## src/rtl/rf_write_port_arbiter.sv

```systemverilog
// rf_write_port_arbiter
//   Owns the single register-file write port (A3/WD3/WE3). The WB stage is
//   the primary writer. Long-latency unit (LU) results queue in a small FIFO
//   and take the port whenever WB is idle, or forcibly once WB has starved
//   them for STARVE_LIMIT consecutive cycles. A 32-bit pending scoreboard
//   tracks LU destinations that are issued but not yet written back. Decode
//   stalls on any read of, or re-issue to, a pending register.
//
// Ports
//   CLK, RST              clock, async active-low reset
//   wb_we/wb_addr/wb_data WB write request (writes to r0 are dropped)
//   lu_valid/addr/data    LU result; lu_ready = FIFO not full
//   iss_valid/iss_addr    LU op issued at decode (sets the pending bit)
//   rd_a1, rd_a2          decode read addresses
//   hazard_stall          decode must stall (RAW on a pending reg, or WAW)
//   pipe_stall            WB lost the port this cycle and must hold
//   rf_we/rf_a3/rf_wd     register file write port, same-cycle grant
//   pending_mask          scoreboard, bit r = LU write to r outstanding
//
// Optional feature (define RF_WRITE_BYPASS_EN)
//   byp{1,2}_hit/data forward the write in flight to the decode read ports.

module rf_write_port_arbiter #(
  parameter int FIFO_DEPTH   = 2,
  parameter int STARVE_LIMIT = 4,
  parameter int WIDTH        = 32,
  parameter int REG_ADDR     = 5
) (
  input  logic                CLK,
  input  logic                RST,
  input  logic                wb_we,
  input  logic [REG_ADDR-1:0] wb_addr,
  input  logic [WIDTH-1:0]    wb_data,
  input  logic                lu_valid,
  input  logic [REG_ADDR-1:0] lu_addr,
  input  logic [WIDTH-1:0]    lu_data,
  output logic                lu_ready,
  input  logic                iss_valid,
  input  logic [REG_ADDR-1:0] iss_addr,
  input  logic [REG_ADDR-1:0] rd_a1,
  input  logic [REG_ADDR-1:0] rd_a2,
  output logic                hazard_stall,
  output logic                pipe_stall,
  output logic                rf_we,
  output logic [REG_ADDR-1:0] rf_a3,
  output logic [WIDTH-1:0]    rf_wd,
  output logic [31:0]         pending_mask
`ifdef RF_WRITE_BYPASS_EN
  ,
  output logic                byp1_hit,
  output logic [WIDTH-1:0]    byp1_data,
  output logic                byp2_hit,
  output logic [WIDTH-1:0]    byp2_data
`endif
);

  localparam int PW = (FIFO_DEPTH > 1) ? $clog2(FIFO_DEPTH) : 1;
  localparam int SW = $clog2(STARVE_LIMIT + 1);

  localparam logic [PW-1:0] PTR_ONE  = PW'(1);
  localparam logic [PW:0]   CNT_ONE  = (PW+1)'(1);
  localparam logic [PW:0]   CNT_FULL = (PW+1)'(FIFO_DEPTH);
  localparam logic [SW-1:0] ST_ONE   = SW'(1);
  localparam logic [SW-1:0] ST_LIM   = SW'(STARVE_LIMIT);

  // LU write buffer
  logic [REG_ADDR-1:0] fa_q [FIFO_DEPTH];
  logic [WIDTH-1:0]    fd_q [FIFO_DEPTH];
  logic [PW-1:0]       wp_q, wp_d, rp_q, rp_d;
  logic [PW:0]         cnt_q, cnt_d;
  logic [SW-1:0]       starve_q, starve_d;
  logic [31:0]         pend_q, pend_d;

  logic empty, full, push, pop, force_lu, wb_req, wb_gnt, issue_eff;
  logic [REG_ADDR-1:0] head_a;
  logic [WIDTH-1:0]    head_d;

  assign empty  = (cnt_q == '0);
  assign full   = (cnt_q == CNT_FULL);
  assign head_a = fa_q[rp_q];
  assign head_d = fd_q[rp_q];

  // Ready comes from registered occupancy only; a same-cycle pop does not
  // reopen it, which keeps lu_ready free of any path through the grant.
  assign lu_ready = !full;
  assign push     = lu_valid & lu_ready;

  assign wb_req   = wb_we & (wb_addr != '0);
  assign force_lu = (starve_q == ST_LIM) & !empty;
  assign pop      = !empty & (force_lu | !wb_req);
  assign wb_gnt   = wb_req & !force_lu;

  // RST gates the port so nothing reaches the register file while held.
  always_comb begin
    rf_we      = 1'b0;
    rf_a3      = '0;
    rf_wd      = '0;
    pipe_stall = RST & wb_req & force_lu;
    if (RST) begin
      if (pop) begin
        // an r0 result is drained from the FIFO without writing
        if (head_a != '0) begin
          rf_we = 1'b1;
          rf_a3 = head_a;
          rf_wd = head_d;
        end
      end else if (wb_gnt) begin
        rf_we = 1'b1;
        rf_a3 = wb_addr;
        rf_wd = wb_data;
      end
    end
  end

  // pend_q[0] is never set, so address-0 terms drop out on their own; the
  // explicit compares keep that true even if the scoreboard ever changes.
  assign hazard_stall = ((rd_a1 != '0) & pend_q[rd_a1])
                      | ((rd_a2 != '0) & pend_q[rd_a2])
                      | (iss_valid & (iss_addr != '0) & pend_q[iss_addr]);

  assign issue_eff    = iss_valid & !hazard_stall & (iss_addr != '0);
  assign pending_mask = pend_q;

  always_comb begin
    wp_d     = push ? wp_q + PTR_ONE : wp_q;
    rp_d     = pop  ? rp_q + PTR_ONE : rp_q;
    cnt_d    = cnt_q;
    if (push && !pop) cnt_d = cnt_q + CNT_ONE;
    if (pop && !push) cnt_d = cnt_q - CNT_ONE;
    starve_d = starve_q;
    if (empty || pop)          starve_d = '0;
    else if (starve_q < ST_LIM) starve_d = starve_q + ST_ONE;
    // clear first so a same-cycle set of the same bit wins
    pend_d = pend_q;
    if (pop)       pend_d[head_a]   = 1'b0;
    if (issue_eff) pend_d[iss_addr] = 1'b1;
    pend_d[0] = 1'b0;
  end

  always_ff @(posedge CLK or negedge RST) begin
    if (!RST) begin
      wp_q     <= '0;
      rp_q     <= '0;
      cnt_q    <= '0;
      starve_q <= '0;
      pend_q   <= '0;
    end else begin
      wp_q     <= wp_d;
      rp_q     <= rp_d;
      cnt_q    <= cnt_d;
      starve_q <= starve_d;
      pend_q   <= pend_d;
    end
  end

  // storage needs no reset: occupancy alone decides what is valid
  always_ff @(posedge CLK) begin
    if (push) begin
      fa_q[wp_q] <= lu_addr;
      fd_q[wp_q] <= lu_data;
    end
  end

`ifdef RF_WRITE_BYPASS_EN
  assign byp1_hit  = rf_we & (rf_a3 == rd_a1) & (rd_a1 != '0);
  assign byp2_hit  = rf_we & (rf_a3 == rd_a2) & (rd_a2 != '0);
  assign byp1_data = rf_wd;
  assign byp2_data = rf_wd;
`endif

endmodule
```

## config.mk

```make
export PLATFORM = sky130hd
export DESIGN_NAME = rf_write_port_arbiter
export DESIGN_NICKNAME = d
export VERILOG_FILES = /design/src/rtl/rf_write_port_arbiter.sv
export SDC_FILE = /design/constraint.sdc
export NUM_CORES = 1
export LEC_CHECK = 0
export ABC_AREA = 1
export CORE_MARGIN = 2
export CORE_UTILIZATION = 49
export DETAILED_ROUTE_END_ITERATION = 16
export GPL_TIMING_DRIVEN = 0
export PLACE_DENSITY = 0.8
export SYNTH_ARGS = -nofsm -noshare
export SYNTH_HDL_FRONTEND = slang
export SYNTH_SLANG_ARGS = --single-unit
```

## constraint.sdc

```tcl
create_clock -name CLK -period 3.01 [get_ports CLK]
set_clock_uncertainty 0.05 [all_clocks]
set_input_delay 0.301 -clock CLK [delete_from_list [all_inputs] [get_ports CLK]]
set_output_delay 0.301 -clock CLK [all_outputs]
set_load 0.005 [all_outputs]
```

==> impl_metrics.json <==
{
  "run_status": "finished clean",
  "areaGrowthSynthToFinish_pct": 35.1,
  "cts_made_buffers": 9,
  "syn_avg_cell_area_um2": 7.87,
  "finish.net_count": 1094,
  "cp.arrival_ns": 2.58,
  "insertedDiodeCount": 0,
  "synthAdderAreaFrac_pct": 0.581,
  "io_port_bufs": 161,
  "clockBufferDepth": 2,
  "vias_in_the_first_global_route": 6001,
  "compound_gate_fraction_of_synth_area_pct": 9.01,
  "worst_slew_pin_slew_ns": 0.533,
  "critPathMaxFanout": 10,
  "leakage_nw": 3.73,
  "finalCoreUtilization_pct": 68.6,
  "drcViolationCount": 0,
  "post-route-worst-setup-slack_ns": 0.0802,
  "clock_latency_ns": 0.35,
  "clkSinkCount": 112,
  "cap_viol_max_count": 0,
  "post_synth_and_or_nand_nor_area_fraction_pct": 32.8,
  "endpoint": "rf_wd[27]",
  "via_count_of_the_routed_design": 6280,
  "htree_levels": 3,
  "startpoint_of_the_most_critical_register_to_register_path": "starve_q[0]",
  "clock.fmax_mhz": 341,
  "detail_route.vias_per_cell": 5.35,
  "ratio_of_cells_with_drive_above_1_in_the_final_layout_pct": 10.8,
  "min_period_ns": 2.93,
  "final_setup_violation_count": 0,
  "fp.dieArea_um2": 14100,
  "holdCritPathClass": "input pin to asynchronous set/reset pin",
  "yosys.cell_types.count": 35,
  "crit_path_max_incr_delay_ns": 0.49,
  "main_combinational_cell_family_by_area_after_synthesis": "simple AND/OR/NAND/NOR gates",
  "grtUsageTotal_pct": 26.5,
  "share_of_synthesized_area_spent_on_multiplexers_pct": 0,
  "peakVddDrop_uv": 436,
  "yosys_warnings": 0,
  "boundary_pins": 167,
  "critical_path.reg2reg.endpoint": "pending_mask[9]",
  "crit_path_cell_trace": "buf_2 -> o21ai_4 -> inv_1 -> nor2_2 -> nand2_2 -> o21ai_2 -> nand2_1 -> nand2_4 -> buf_12 -> a21oi_2 -> clkdlybuf4s50_1",
  "grt_pass1_wl_um": 29600,
  "timing.hold.ws_ns": 0.229,
  "final-max-slew-violation-count": 0,
  "post_dp_cell_area_um2": 8350,
  "fp.dieW_um": 119,
  "floorplan.rows": 41,
  "preCtsSetupSlack_ns": -0.0278,
  "reg2reg_slack_ns": 0.80,
  "instance_count_on_the_critical_path": 11,
  "worstPathRequired_ns": 2.66,
  "detailedRoute.firstIterationViolations": 564,
  "rsz0062_at_grt": "yes",
  "dp.final_hpwl_um": 14000,
  "cts.root.buffer_cell": "clkbuf_16",
  "synthXorXnorAreaFrac_pct": 0.407,
  "post_synth_instance_area_um2": 6460,
  "starting_density_pct": 50.8,
  "gr-total-overflow": 0,
  "initial_antenna_violation_count": 0,
  "crit_family": "buffers and inverters",
  "totalPowerFinal_w": 0.00672,
  "timing.critical_path.to_type": "output port",
  "synth-main-ff-cell": "edfxtp_1",
  "flip_flop_and_latch_count_after_synthesis": 112,
  "die_y_um": 119,
  "grt_max_degree": 40,
  "syn-num-nets": 917,
  "p_per_area_nw_per_um2": 770,
  "post_synth_edffs": 74,
  "layout.cell_area.non_filler_um2": 8720,
  "clk_transition_reported_paths_ns": 0.07,
  "core_area_um2": 12700,
  "seq_area_frac_synth_pct": 49.1,
  "max_stage_delay_cell_worst_path": "clkdlybuf4s50_1",
  "slew_margin_rel_pct": 64.4,
  "depth_of_the_worst_register_to_register_path": 9,
  "post_route_wl_um": 18600,
  "crit_path_start_kind": "flip-flop",
  "netlist_instances": 820,
  "post_synthesis_async_set_or_reset_flop_share_pct": 33.9,
  "detail_route.first_pass.iterations": 6,
  "wl_per_cell_um": 15.9,
  "postRouteAntennaNets": 0,
  "finalCritPeriodShare_pct": 97.3,
  "timing.critical_path.buf_inv": 4,
  "tritoncts_clock_tree": "done",
  "placer_congestion": 0.953,
  "critical_path_class": "flip-flop to output port",
  "final_hold_viol_count": 0,
  "cp-startpoint": "rp_q"
}
synth_stat cells (4+ instances only):
library cell | count | share of area (%)
nand2_1 | 345 | 20
edfxtp_1 | 74 | 34
inv_1 | 57 | 3.3
nor2_1 | 56 | 3.3
nand3_1 | 44 | 3.4
dfrtp_1 | 38 | 15
nand4_1 | 37 | 3.6
o21ai_0 | 35 | 2.7
a21oi_2 | 29 | 3.9
a21oi_1 | 15 | 1.2
inv_2 | 10 | 0.58
nor3_1 | 9 | 0.70
buf_2 | 8 | 0.62
buf_4 | 8 | 0.93
clkbuf_1 | 8 | 0.47
buf_6 | 5 | 0.87
nand2_2 | 5 | 0.48
buf_1 | 4 | 0.23
or2_1 | 4 | 0.39
cell usage in the layout, fill, tap and decap left out, types with 2 or more instances in the layout:
cell and instances:
a21oi_1 15, clkdlybuf4s50_1 159, nand4_1 37, nor2_4 4, o21ai_0 34, clkbuf_2 3, nor2_1 53, buf_6 5
nand3_1 44, or2_1 4, buf_1 2, inv_2 9, nand2_2 4, o31ai_1 3, buf_4 9, nand2_4 2
edfxtp_1 74, a21oi_2 29, buf_2 9, clkbuf_16 9, buf_12 6, nor3_1 9, clkbuf_1 5, clkbuf_4 2
nor2_2 3, xnor2_1 2, clkinvlp_4 2, nand2_1 345, o21ai_2 4, o21ai_1 2, dfrtp_1 38, ha_1 3
inv_6 2, inv_1 57
final cells by class:
class | count | area [um2]
fill | 1058 | 4000
sequential | 112 | 3170
clock buffer | 9 | 225
inverter | 68 | 263
tap | 172 | 215
timing repair buffer | 166 | 1680
multi-input combinational | 604 | 2820
buffer | 36 | 273
clock inverter | 7 | 77.6
layer usage:
| layer | wire length (um) | vias up | GRT usage, % |
|---|---|---|---|
| li1 | - | 3044 | - |
| met1 | 7240 | 2898 | 31.6 |
| met2 | 9140 | 313 | 46.3 |
| met3 | 1840 | 25 | 6.52 |
| met4 | 392 | 0 | 9.67 |
| met5 | 0 | - | 0 |
power by group:
| part | leakage [nW] | switching, W | internal (W) | total, W |
|---|---|---|---|---|
| sequential | 1.17 | 0.000409 | 0.00214 | 0.00255 |
| clock | 0.142 | 0.000559 | 0.000653 | 0.00121 |
| combinational | 2.41 | 0.00164 | 0.00131 | 0.00296 |
| total | 3.73 | 0.00261 | 0.00411 | 0.00672 |
cells by family after synthesis:
| logic type | after synthesis |
|---|---|
| AND/OR/NAND/NOR | 507 |
| XOR/XNOR | 3 |
| flip-flops | 112 |
| other | 1 |
| buffers and inverters | 104 |
| AO/OA/AOI/OAI | 90 |
| adder cells (fa/ha/maj) | 3 |
worst min-delay path by stage:
stage,start,end,slack [ns],cells after the start
final,RST,wp_q,0.23,2
after global routing,RST,wp_q,0.23,2
after CTS,RST,wp_q,0.22,2
after detailed placement,RST,wp_q,0.06,1
after global placement,cnt_q[1],cnt_q[1],0.44,1
after floorplan,RST,cnt_q[0],-0.04,0
state kept, by name, indices dropped and copies added (netlist names):
register and flops:
fd_q 64, pending_mask 31, fa_q 10, starve_q 3, cnt_q 2, rp_q 1
wp_q 1
what timing repair did:
| action | CTS | global route |
|---|---|---|
| buffers inserted | 0 | 1 |
| gates resized for setup | 6 | 15 |
| endpoints found under the hold margin | 38 | 0 |
| hold buffers | 1 | 0 |
| endpoints found under the setup margin | 30 | 32 |
stage by stage:
step	setup TNS, ns	instances
global route	-0.0709	1174
detailed placement	-0.0457	1156
finish	0	1174
global placement	-87.79	1153
floorplan	0	820
CTS	0	1173
worst reg2reg max path, stage by stage (launching register included):
cell and delay [ns]:
dfrtp_1 0.40, inv_1 0.08, ha_1 0.16, nand3_1 0.14, nand3_4 0.22, nand2_1 0.17, nor2_1 0.27, nand2_1 0.29
o21ai_0 0.25, nand2_1 0.07
Note: power is estimated with default switching activity, not from simulation.
